===== config.mk =====
export PLATFORM = sky130hd
export DESIGN_NAME = imem_load_ctrl
export DESIGN_NICKNAME = d
export VERILOG_FILES = /design/src/rtl/imem_load_ctrl.sv
export SDC_FILE = /design/constraint.sdc
export NUM_CORES = 1
export LEC_CHECK = 0
export ABC_AREA = 1
export ABC_CLOCK_PERIOD_IN_PS = 3300
export CELL_PAD_IN_SITES_DETAIL_PLACEMENT = 1
export CELL_PAD_IN_SITES_GLOBAL_PLACEMENT = 2
export CORE_MARGIN = 3
export CORE_UTILIZATION = 24
export CTS_CLUSTER_DIAMETER = 120
export DETAILED_ROUTE_END_ITERATION = 10
export HOLD_SLACK_MARGIN = 0.12
export PLACE_DENSITY = 0.8
export SLEW_MARGIN = 20
export SYNTH_ARGS = -nofsm -noshare
export SYNTH_HDL_FRONTEND = slang
export SYNTH_SLANG_ARGS = --single-unit

===== constraint.sdc =====
create_clock -name clk -period 3.3 [get_ports clk]
set_clock_uncertainty 0.2 [all_clocks]
set_input_delay 0.33 -clock clk [delete_from_list [all_inputs] [get_ports clk]]
set_output_delay 0.33 -clock clk [all_outputs]
set_load 0.1 [all_outputs]

===== src/rtl/imem_load_ctrl.sv =====
// Program-memory port arbiter: CPU fetch in RUN, UART byte-stream loader in LOAD.
// Optional load checksum on ld_sum when IMEM_CHECKSUM_EN is defined.
module imem_load_ctrl #(
   parameter int ADDR_W = 14
) (
   input  logic              clk,
   input  logic              rst_n,
   input  logic [31:0]       PC,
   output logic [31:0]       Instruction,
   output logic              cpu_stall,
   input  logic              ld_start,
   input  logic              ld_stop,
   input  logic              rx_valid,
   input  logic [7:0]        rx_data,
   output logic              ld_err,
   output logic [31:0]       ld_sum,
   output logic [ADDR_W-1:0] ram_addr,
   output logic [31:0]       ram_din,
   output logic              ram_we,
   input  logic [31:0]       ram_dout
);

   typedef enum logic [1:0] {S_RUN, S_LOAD, S_FLUSH, S_RESUME} state_t;

   state_t            state_q, state_d;
   logic              boot_q, boot_d;
   logic [1:0]        bidx_q, bidx_d;
   logic [31:0]       buf_q, buf_d;
   logic [ADDR_W-1:0] wcnt_q, wcnt_d;
   logic              full_q, full_d;
   logic              we_q, we_d;
   logic [ADDR_W-1:0] waddr_q, waddr_d;
   logic [31:0]       din_q, din_d;
   logic              err_q, err_d;
   logic [31:0]       word_s;
   logic              emit_s;
   logic              emit_wr_s;
   logic              clr_s;
   logic              unused_pc_s;

   always_comb begin
      state_d   = state_q;
      boot_d    = 1'b0;
      bidx_d    = bidx_q;
      buf_d     = buf_q;
      wcnt_d    = wcnt_q;
      full_d    = full_q;
      we_d      = 1'b0;
      waddr_d   = waddr_q;
      din_d     = din_q;
      err_d     = err_q;
      word_s    = buf_q;
      emit_s    = 1'b0;
      emit_wr_s = 1'b0;
      clr_s     = 1'b0;
      case (state_q)
         S_RUN: begin
            if (ld_start) begin
               state_d = S_LOAD;
               clr_s   = 1'b1;
               bidx_d  = 2'd0;
               buf_d   = 32'd0;
               wcnt_d  = {ADDR_W{1'b0}};
               full_d  = 1'b0;
               err_d   = 1'b0;
            end else begin
               state_d = S_RUN;
            end
         end
         S_LOAD: begin
            if (rx_valid) begin
               word_s[{bidx_q, 3'b000} +: 8] = rx_data;
               bidx_d = bidx_q + 2'd1;
               buf_d  = word_s;
               if (bidx_q == 2'd3) begin
                  emit_s = 1'b1;
               end else begin
                  emit_s = 1'b0;
               end
            end else begin
               emit_s = 1'b0;
            end
            // A stop with a partly filled buffer emits the zero-padded word now,
            // so its write lands in the FLUSH cycle.
            if (ld_stop) begin
               state_d = S_FLUSH;
               if (bidx_d != 2'd0) begin
                  emit_s = 1'b1;
               end else begin
                  emit_s = emit_s;
               end
            end else begin
               state_d = S_LOAD;
            end
            if (emit_s || ld_stop) begin
               buf_d  = 32'd0;
               bidx_d = ld_stop ? 2'd0 : bidx_d;
            end else begin
               buf_d  = buf_d;
            end
            if (emit_s) begin
               if (!full_q) begin
                  emit_wr_s = 1'b1;
                  we_d      = 1'b1;
                  waddr_d   = wcnt_q;
                  din_d     = word_s;
                  if (wcnt_q == {ADDR_W{1'b1}}) begin
                     full_d = 1'b1;
                  end else begin
                     wcnt_d = wcnt_q + {{(ADDR_W-1){1'b0}}, 1'b1};
                  end
               end else begin
                  err_d = 1'b1;
               end
            end else begin
               we_d = 1'b0;
            end
         end
         S_FLUSH:  state_d = S_RESUME;
         S_RESUME: state_d = S_RUN;
         default:  state_d = S_RUN;
      endcase
   end

   always_ff @(posedge clk) begin
      if (!rst_n) begin
         state_q <= S_RUN;
         boot_q  <= 1'b1;
         bidx_q  <= 2'd0;
         buf_q   <= 32'd0;
         wcnt_q  <= {ADDR_W{1'b0}};
         full_q  <= 1'b0;
         we_q    <= 1'b0;
         waddr_q <= {ADDR_W{1'b0}};
         din_q   <= 32'd0;
         err_q   <= 1'b0;
      end else begin
         state_q <= state_d;
         boot_q  <= boot_d;
         bidx_q  <= bidx_d;
         buf_q   <= buf_d;
         wcnt_q  <= wcnt_d;
         full_q  <= full_d;
         we_q    <= we_d;
         waddr_q <= waddr_d;
         din_q   <= din_d;
         err_q   <= err_d;
      end
   end

`ifdef IMEM_CHECKSUM_EN
   logic [31:0] sum_q, sum_d;

   always_comb begin
      sum_d = sum_q;
      if (clr_s) begin
         sum_d = 32'd0;
      end else if (emit_wr_s) begin
         sum_d = sum_q + word_s;
      end else begin
         sum_d = sum_q;
      end
   end

   always_ff @(posedge clk) begin
      if (!rst_n) begin
         sum_q <= 32'd0;
      end else begin
         sum_q <= sum_d;
      end
   end

   assign ld_sum = sum_q;
`else
   logic unused_sum_s;
   assign unused_sum_s = clr_s ^ emit_wr_s;
   assign ld_sum = 32'd0;
`endif

   // Write cycles steer the port to the loader; otherwise the PC word address is presented.
   assign ram_addr    = we_q ? waddr_q : PC[ADDR_W+1:2];
   assign ram_we      = we_q;
   assign ram_din     = din_q;
   assign ld_err      = err_q;
   assign cpu_stall   = (state_q != S_RUN) || boot_q;
   assign Instruction = (state_q == S_RUN) ? ram_dout : 32'd0;
   assign unused_pc_s = ^{PC[31:ADDR_W+2], PC[1:0]};

endmodule


==> flow_metrics.tcl, run 1 <==
set metrics [dict create \
    cp_top_family "buffers and inverters" \
    max_cap_viol_count 0 \
    syn_area_per_cell_sq_um 7.05 \
    clock_path_buffers 2 \
    die_area_sq_um 23500 \
    ctsResizeCount 0 \
    cpPeakStageDelay_ns 0.68 \
    finish.utilization_pct 32.4 \
    worstSkewPairLatency_ns 0.35 \
    ys_ff_latch 100 \
    grt_pass1_vias 4986 \
    wirelength_um 16600 \
    cp_slowest_cell "inv_1" \
    worst_ir_drop_vdd_mv 0.218 \
    layout-drive-gt1-share_pct 14.5 \
    vias_per_cell 4.44 \
    hold_start "buf_q[27]$_SDFFE_PN0P_" \
    fin_ws_ns 0.770 \
    htreeDepth 3 \
    hold_path_class "register to register" \
    synthTopCellsByArea "dfxtp_1 38%, nor2_1 10%, nand2_1 9.8%, o21ai_0 6.3%, inv_1 5.3%" \
    clkTransAtPathRegs_ns 0.07 \
    ioPinCount 190 \
    cts_made_buffers 9 \
    ys.warnings.count 0 \
    post_cts_buffers 0 \
    final_nets 948 \
    cts_tree "done" \
    preCtsSetupSlack_ns 0.557 \
    postCtsHoldBufs 0 \
    gr-total-overflow 0 \
    postSynthCellCount 738 \
    start_util_pct 24.6 \
    gp_congestion 0.755 \
    dp.cells 1129 \
    crit_start "state_q[0]$_SDFF_PN0_" \
    port_buffers 139 \
    cp.required_ns 2.77 \
    grt_use_total_pct 13.8 \
    critPathCaptureType "output pin" \
    path_buf_inv 2 \
    drv_slew 0 \
    dr.first_iter.drc_count 247 \
    worstMarginPinSlew_ns 1.01 \
    worstPathCellList "nor2_1, inv_1, or2_2, buf_4" \
    die_w_um 153 \
    reg2reg_slack_ns 0.78 \
    ys_seq_area_share_pct 38.5 \
    setup_viol 0 \
    max_slew_margin_pct 32.8 \
    area_growth_pct 31.8 \
    synth_top_cell_area_share_pct 38.5 \
    start_kind "register" \
    die_h_um 153 \
    power.density_nw_per_um2 537 \
    finalSetupTns_ns 0 \
    grt_pass1_wl_um 26800 \
    fin_crit_ns 2.53 \
    firstDrtPassIters 4 \
    drc 0 \
    finalCritPeriodShare_pct 76.7 \
    vias 5083 \
    finalPower_uw 3690 \
    arrival_ns 2.00 \
    instances_no_fill 1145 \
    status "complete, no violations" \
    netlist-cell-type-count 39 \
    antenna_found_initial 0 \
    max_freq_mhz 395 \
    fp-row-count 53 \
    cts_sinks 100 \
    cp_max_fo 33 \
    leakage_uw 0.00288 \
    hpwlAfterDp_um 12300 \
    syn_area_sq_um 5200 \
    yosysTopAreaCell "dfxtp_1" \
    antenna_cells 0 \
    grt_max_degree 60 \
    critPathKind "register to output pin" \
    core-area_sq_um 21200 \
    post_drt_wl_per_cell_um 14.5 \
    reg2reg_from "bidx_q[1]$_SDFFE_PN0P_" \
    cts_root_buf "clkbuf_16" \
    hold_viol_final 0 \
    ant_nets 0 \
    grt_setup_unrepaired "no" \
]
==> state kept, by name (all words and copies together), names as in the netlist, named ones only <==
signal / flops
waddr_q: 14
state_q: 1
full_q: 1
ram_din: 32
wcnt_q: 14
boot_q: 1
ram_we: 1
ld_err: 1
bidx_q: 2
buf_q: 32
==> path summary, 6_finish.rpt <==
check	end	depth (start not counted)
worst max-delay path	cpu_stall	4
worst min-delay path	buf_q[27]$_SDFFE_PN0P_	2
worst max register to register	waddr_q[3]$_SDFFE_PN0P_	11
worst min register to register	buf_q[27]$_SDFFE_PN0P_	2
==> cell families after synthesis <==
kind of cell / Yosys count / share of synthesized area (%)
other: 1 / 0.0721
muxes: 14 / 3.03
adders and majority gates: 6 / 1.44
AOI/OAI and AO/OA: 138 / 15.0
xor gates and xnor gates: 1 / 0.168
buffers and inverters: 144 / 14.3
DFF: 100 / 38.5
and+or+nand+nor: 334 / 27.5
==> cell usage after synthesis, drive strengths merged <==
cell type  instances
a21oi             55
a22oi              3
a31oi              1
a32o               8
buf               53
clkbuf            15
clkinv             1
conb               1
dfxtp            100
ha                 6
inv               75
mux2              14
nand2            144
nand3             22
nand4             17
nor2             141
nor3               9
o21ai             66
o21bai             1
o22ai              3
o31ai              1
or2                1
xnor2              1
==> area by class of cell <==
class	instances	area [sq um]
Fill cell	2619	14300
Timing Repair Buffer	153	1350
Clock inverter	6	72.6
Sequential cell	100	2000
Inverter	76	285
Clock buffer	10	229
Multi-Input combinational cell	525	2580
Tap cell	275	344
==> worst register-to-register path, stage by stage (launching register included) <==
cell     delay, ns
dfxtp_1       0.42
inv_1         0.11
ha_1          0.33
inv_1         0.08
nand2_1       0.07
o21ai_1       0.09
nand2_1       0.11
nand2_2       0.08
a21oi_4       0.14
buf_4         0.49
o21ai_0       0.18
a21oi_1       0.14
==> where the power goes <==
| part | total (uW) | internal (uW) | switching (uW) |
|---|---|---|---|
| Clock | 1090 | 597 | 492 |
| Combinational | 1310 | 268 | 1050 |
| Sequential | 1280 | 1250 | 28.2 |
==> through the flow <==
step / instance area, sq um / hold slack (ns)
CTS: 6860 / 0.242
global placement: 6560 / 0.223
global route: 6860 / 0.265
floorplan: 5320 / 0.217
detailed placement: 6560 / 0.232
finish: 6860 / 0.243
==> layer usage <==
layer | part of all wire, % | global-route usage, % | up-vias | routed length [um]
met4 | 1.3 | 4.62 | 0 | 223
met2 | 45 | 21.5 | 136 | 7460
li1 | - | - | 2562 | -
met3 | 4.6 | 2.38 | 11 | 771
met1 | 49 | 19.4 | 2374 | 8180
met5 | 0 | 0 | - | 0
==> placed cells by master (no fill, tap or decap), types with 2 or more instances in the layout <==
| cell | netlist | final |
|---|---|---|
| nor2_1 | 138 | 137 |
| nand2_1 | 136 | 136 |
| dfxtp_1 | 100 | 100 |
| clkdlybuf4s50_1 | 0 | 81 |
| inv_1 | 74 | 74 |
| buf_4 | 33 | 71 |
| o21ai_0 | 65 | 65 |
| a21oi_1 | 48 | 48 |
| conb_1 | 1 | 32 |
| nand3_1 | 19 | 19 |
| nand4_1 | 17 | 17 |
| mux2_2 | 14 | 14 |
| clkbuf_16 | 0 | 9 |
| nor3_1 | 8 | 8 |
| a32o_1 | 8 | 8 |
| nand2_2 | 7 | 7 |
| a21oi_2 | 6 | 6 |
| ha_1 | 6 | 6 |
| o22ai_1 | 3 | 3 |
| a22oi_1 | 3 | 3 |
| nor2_2 | 1 | 2 |
| nor2_4 | 2 | 2 |
| nand3_4 | 2 | 2 |
| clkinv_4 | 0 | 2 |
| inv_6 | 0 | 2 |
Power figures use the tool's default switching activity.
==> run 2, diff against run 1 <==
ABC_CLOCK_PERIOD_IN_PS = 2200   (was 3300)
CORE_UTILIZATION = 21   (was 24)
PLACE_DENSITY = 0.74   (was 0.8)
clock period = 2.2 ns   (was 3.3 ns; I/O delays follow)
==> flow_metrics.tcl, run 2 (synthesis gave the netlist of run 1 again) <==
set metrics [dict create \
    reg2reg_slack_ns 0.1 \
    nFillCells 2835 \
    cp_max_fo 24 \
    wirelength_um 18300 \
    critPathKind "register to register" \
    clock_path_buffers 2 \
    reg2reg_from "bidx_q[0]$_SDFFE_PN0P_" \
    drv_slew 0 \
    dr.first_iter.drc_count 196 \
    crit_start "bidx_q[0]$_SDFFE_PN0P_" \
    preCtsSetupSlack_ns -0.00463 \
    rr_worst_depth 12 \
    hold-path-cell-count 4 \
    gr-total-overflow 0 \
    firstDrtPassIters 4 \
    ioPinCount 190 \
    die_h_um 163 \
    finalPower_uw 6030 \
    hold_start "rst_n" \
    cpPeakStageDelay_ns 0.34 \
    clkTransAtPathRegs_ns 0.08 \
    postCtsHoldBufs 0 \
    cp_slowest_cell "dfxtp_2" \
    finish.utilization_pct 32.8 \
    critPathCaptureType "register" \
    path_buf_inv 4 \
    vias 5200 \
    area_growth_pct 50.8 \
    start_kind "register" \
    grt_max_degree 49 \
    max_slew_margin_pct 62.0 \
    cp.required_ns 2.28 \
    cts_sinks 100 \
    cp_top_family "buffers and inverters" \
    start_util_pct 21.8 \
    leakage_uw 0.00332 \
    cts_root_buf "clkbuf_16" \
    cp_common_cell "nand2_2" \
    worstPathCellList "inv_2, ha_4, inv_1, nand2_2, o21ai_2, nand2_1, nand2_2, a21oi_4, buf_6, clkbuf_16, o21ai_0, nor2_1" \
    gp_congestion 0.772 \
    antenna_cells 0 \
    drc 0 \
    ant_nets 0 \
    vias_per_cell 4.28 \
    max_cap_viol_count 0 \
    hold_viol_final 0 \
    die_w_um 163 \
    worst_ir_drop_vdd_mv 0.342 \
    mostFrequentLayoutCell "nand2_1" \
    final_cell_mix "135 x nand2_1, 129 x nor2_1, 97 x dfxtp_1" \
    layout-drive-gt1-share_pct 21.5 \
    r2r-end "waddr_q[1]$_SDFFE_PN0P_" \
    hpwlAfterDp_um 13500 \
    status "complete, no violations" \
    fin_crit_ns 2.10 \
    max_freq_mhz 475 \
    antenna_found_initial 0 \
    core-area_sq_um 23900 \
    cts_tree "done" \
    arrival_ns 2.19 \
    finalCritPeriodShare_pct 95.7 \
    die_area_sq_um 26700 \
    grt_pass1_vias 5212 \
    cts_made_buffers 9 \
    htreeDepth 3 \
    worstMarginPinSlew_ns 0.570 \
    holdPathEnd "ram_din[24]$_SDFFE_PN0P_" \
    final_nets 974 \
    worstSkewPairLatency_ns 0.35 \
    post_drt_wl_per_cell_um 15.1 \
    grt_use_total_pct 13.2 \
    grt_pass1_wl_um 28200 \
    hold_path_class "input port to register" \
    fin_ws_ns 0.0952 \
    fp-row-count 56 \
    power.density_nw_per_um2 769 \
    setup_viol 0 \
    port_buffers 139 \
]
run 2: cell count changes in the layout (fill, tap and decap cells not counted), sizes merged:
cell | previous run | this run
clkdlybuf4s50 | 81 | 57
bufinv | 1 | 2
clkinvlp | 1 | 0
clkbuf | 10 | 13
buf | 72 | 119
run 2: repair_timing:
item,4_1_cts,5_1_grt
endpoints found under the setup margin,0,72
endpoints found under the hold margin,0,0
gates resized for setup,0,20
setup buffers,0,2
run 2: area by class of cell:
cell class | count | area [sq um] | area share [%]
inverter | 76 | 288 | 3.67
multi-input combinational | 525 | 2630 | 33.5
clock buffer | 10 | 239 | 3.05
tap | 319 | 399 | 5.09
clock inverter | 6 | 93.8 | 1.20
sequential | 100 | 2010 | 25.6
timing repair buffer | 179 | 2190 | 28.0
run 2: per-layer routing:
layer	vias up	wire [um]	global-route usage (%)
met3	8	995	2.82
met4	0	182	3.34
met1	2454	8700	17.7
li1	2613	-	-
met2	125	8420	21.7
met5	-	0	0
run 2: metrics by stage:
| stage | hold WS, ns | instances | setup TNS (ns) | cell area [sq um] |
|---|---|---|---|---|
| 5_1_grt | 0.168 | 1215 | -0.00736 | 7850 |
| 3_3_place_gp | 0.224 | 1194 | -0.308 | 7360 |
| 6_report | 0.161 | 1215 | 0 | 7850 |
| 4_1_cts | 0.151 | 1210 | 0 | 7690 |
| 2_1_floorplan | 0.163 | 769 | -5.57 | 5330 |
| 3_5_place_dp | 0.228 | 1194 | -0.00939 | 7360 |
run 2: worst max path at each step:
stage               depth (start not counted)  slack (ns)                        to
global placement                            7       -0.07     buf_q[2]$_SDFFE_PN0P_
detailed placement                          7      -0.005     buf_q[2]$_SDFFE_PN0P_
CTS                                        11        0.05  waddr_q[13]$_SDFFE_PN0P_
global route                               13      -0.003   ram_din[6]$_SDFFE_PN0P_
floorplan                                   4       -0.19           Instruction[11]
finish                                     12         0.1   waddr_q[1]$_SDFFE_PN0P_
run 2: worst min-delay path: stages:
cell	delay, ns
buf_2	0.12
buf_4	0.20
o21ai_0	0.09
nor2_1	0.04
run 2: power by group:
part | leakage (uW) | total [uW] | switching [uW] | internal (uW)
clock | 0.000165 | 1800 | 760 | 1040
combinational | 0.00234 | 2310 | 1640 | 662
sequential | 0.000812 | 1930 | 43.8 | 1880
total | 0.00332 | 6030 | 2450 | 3590
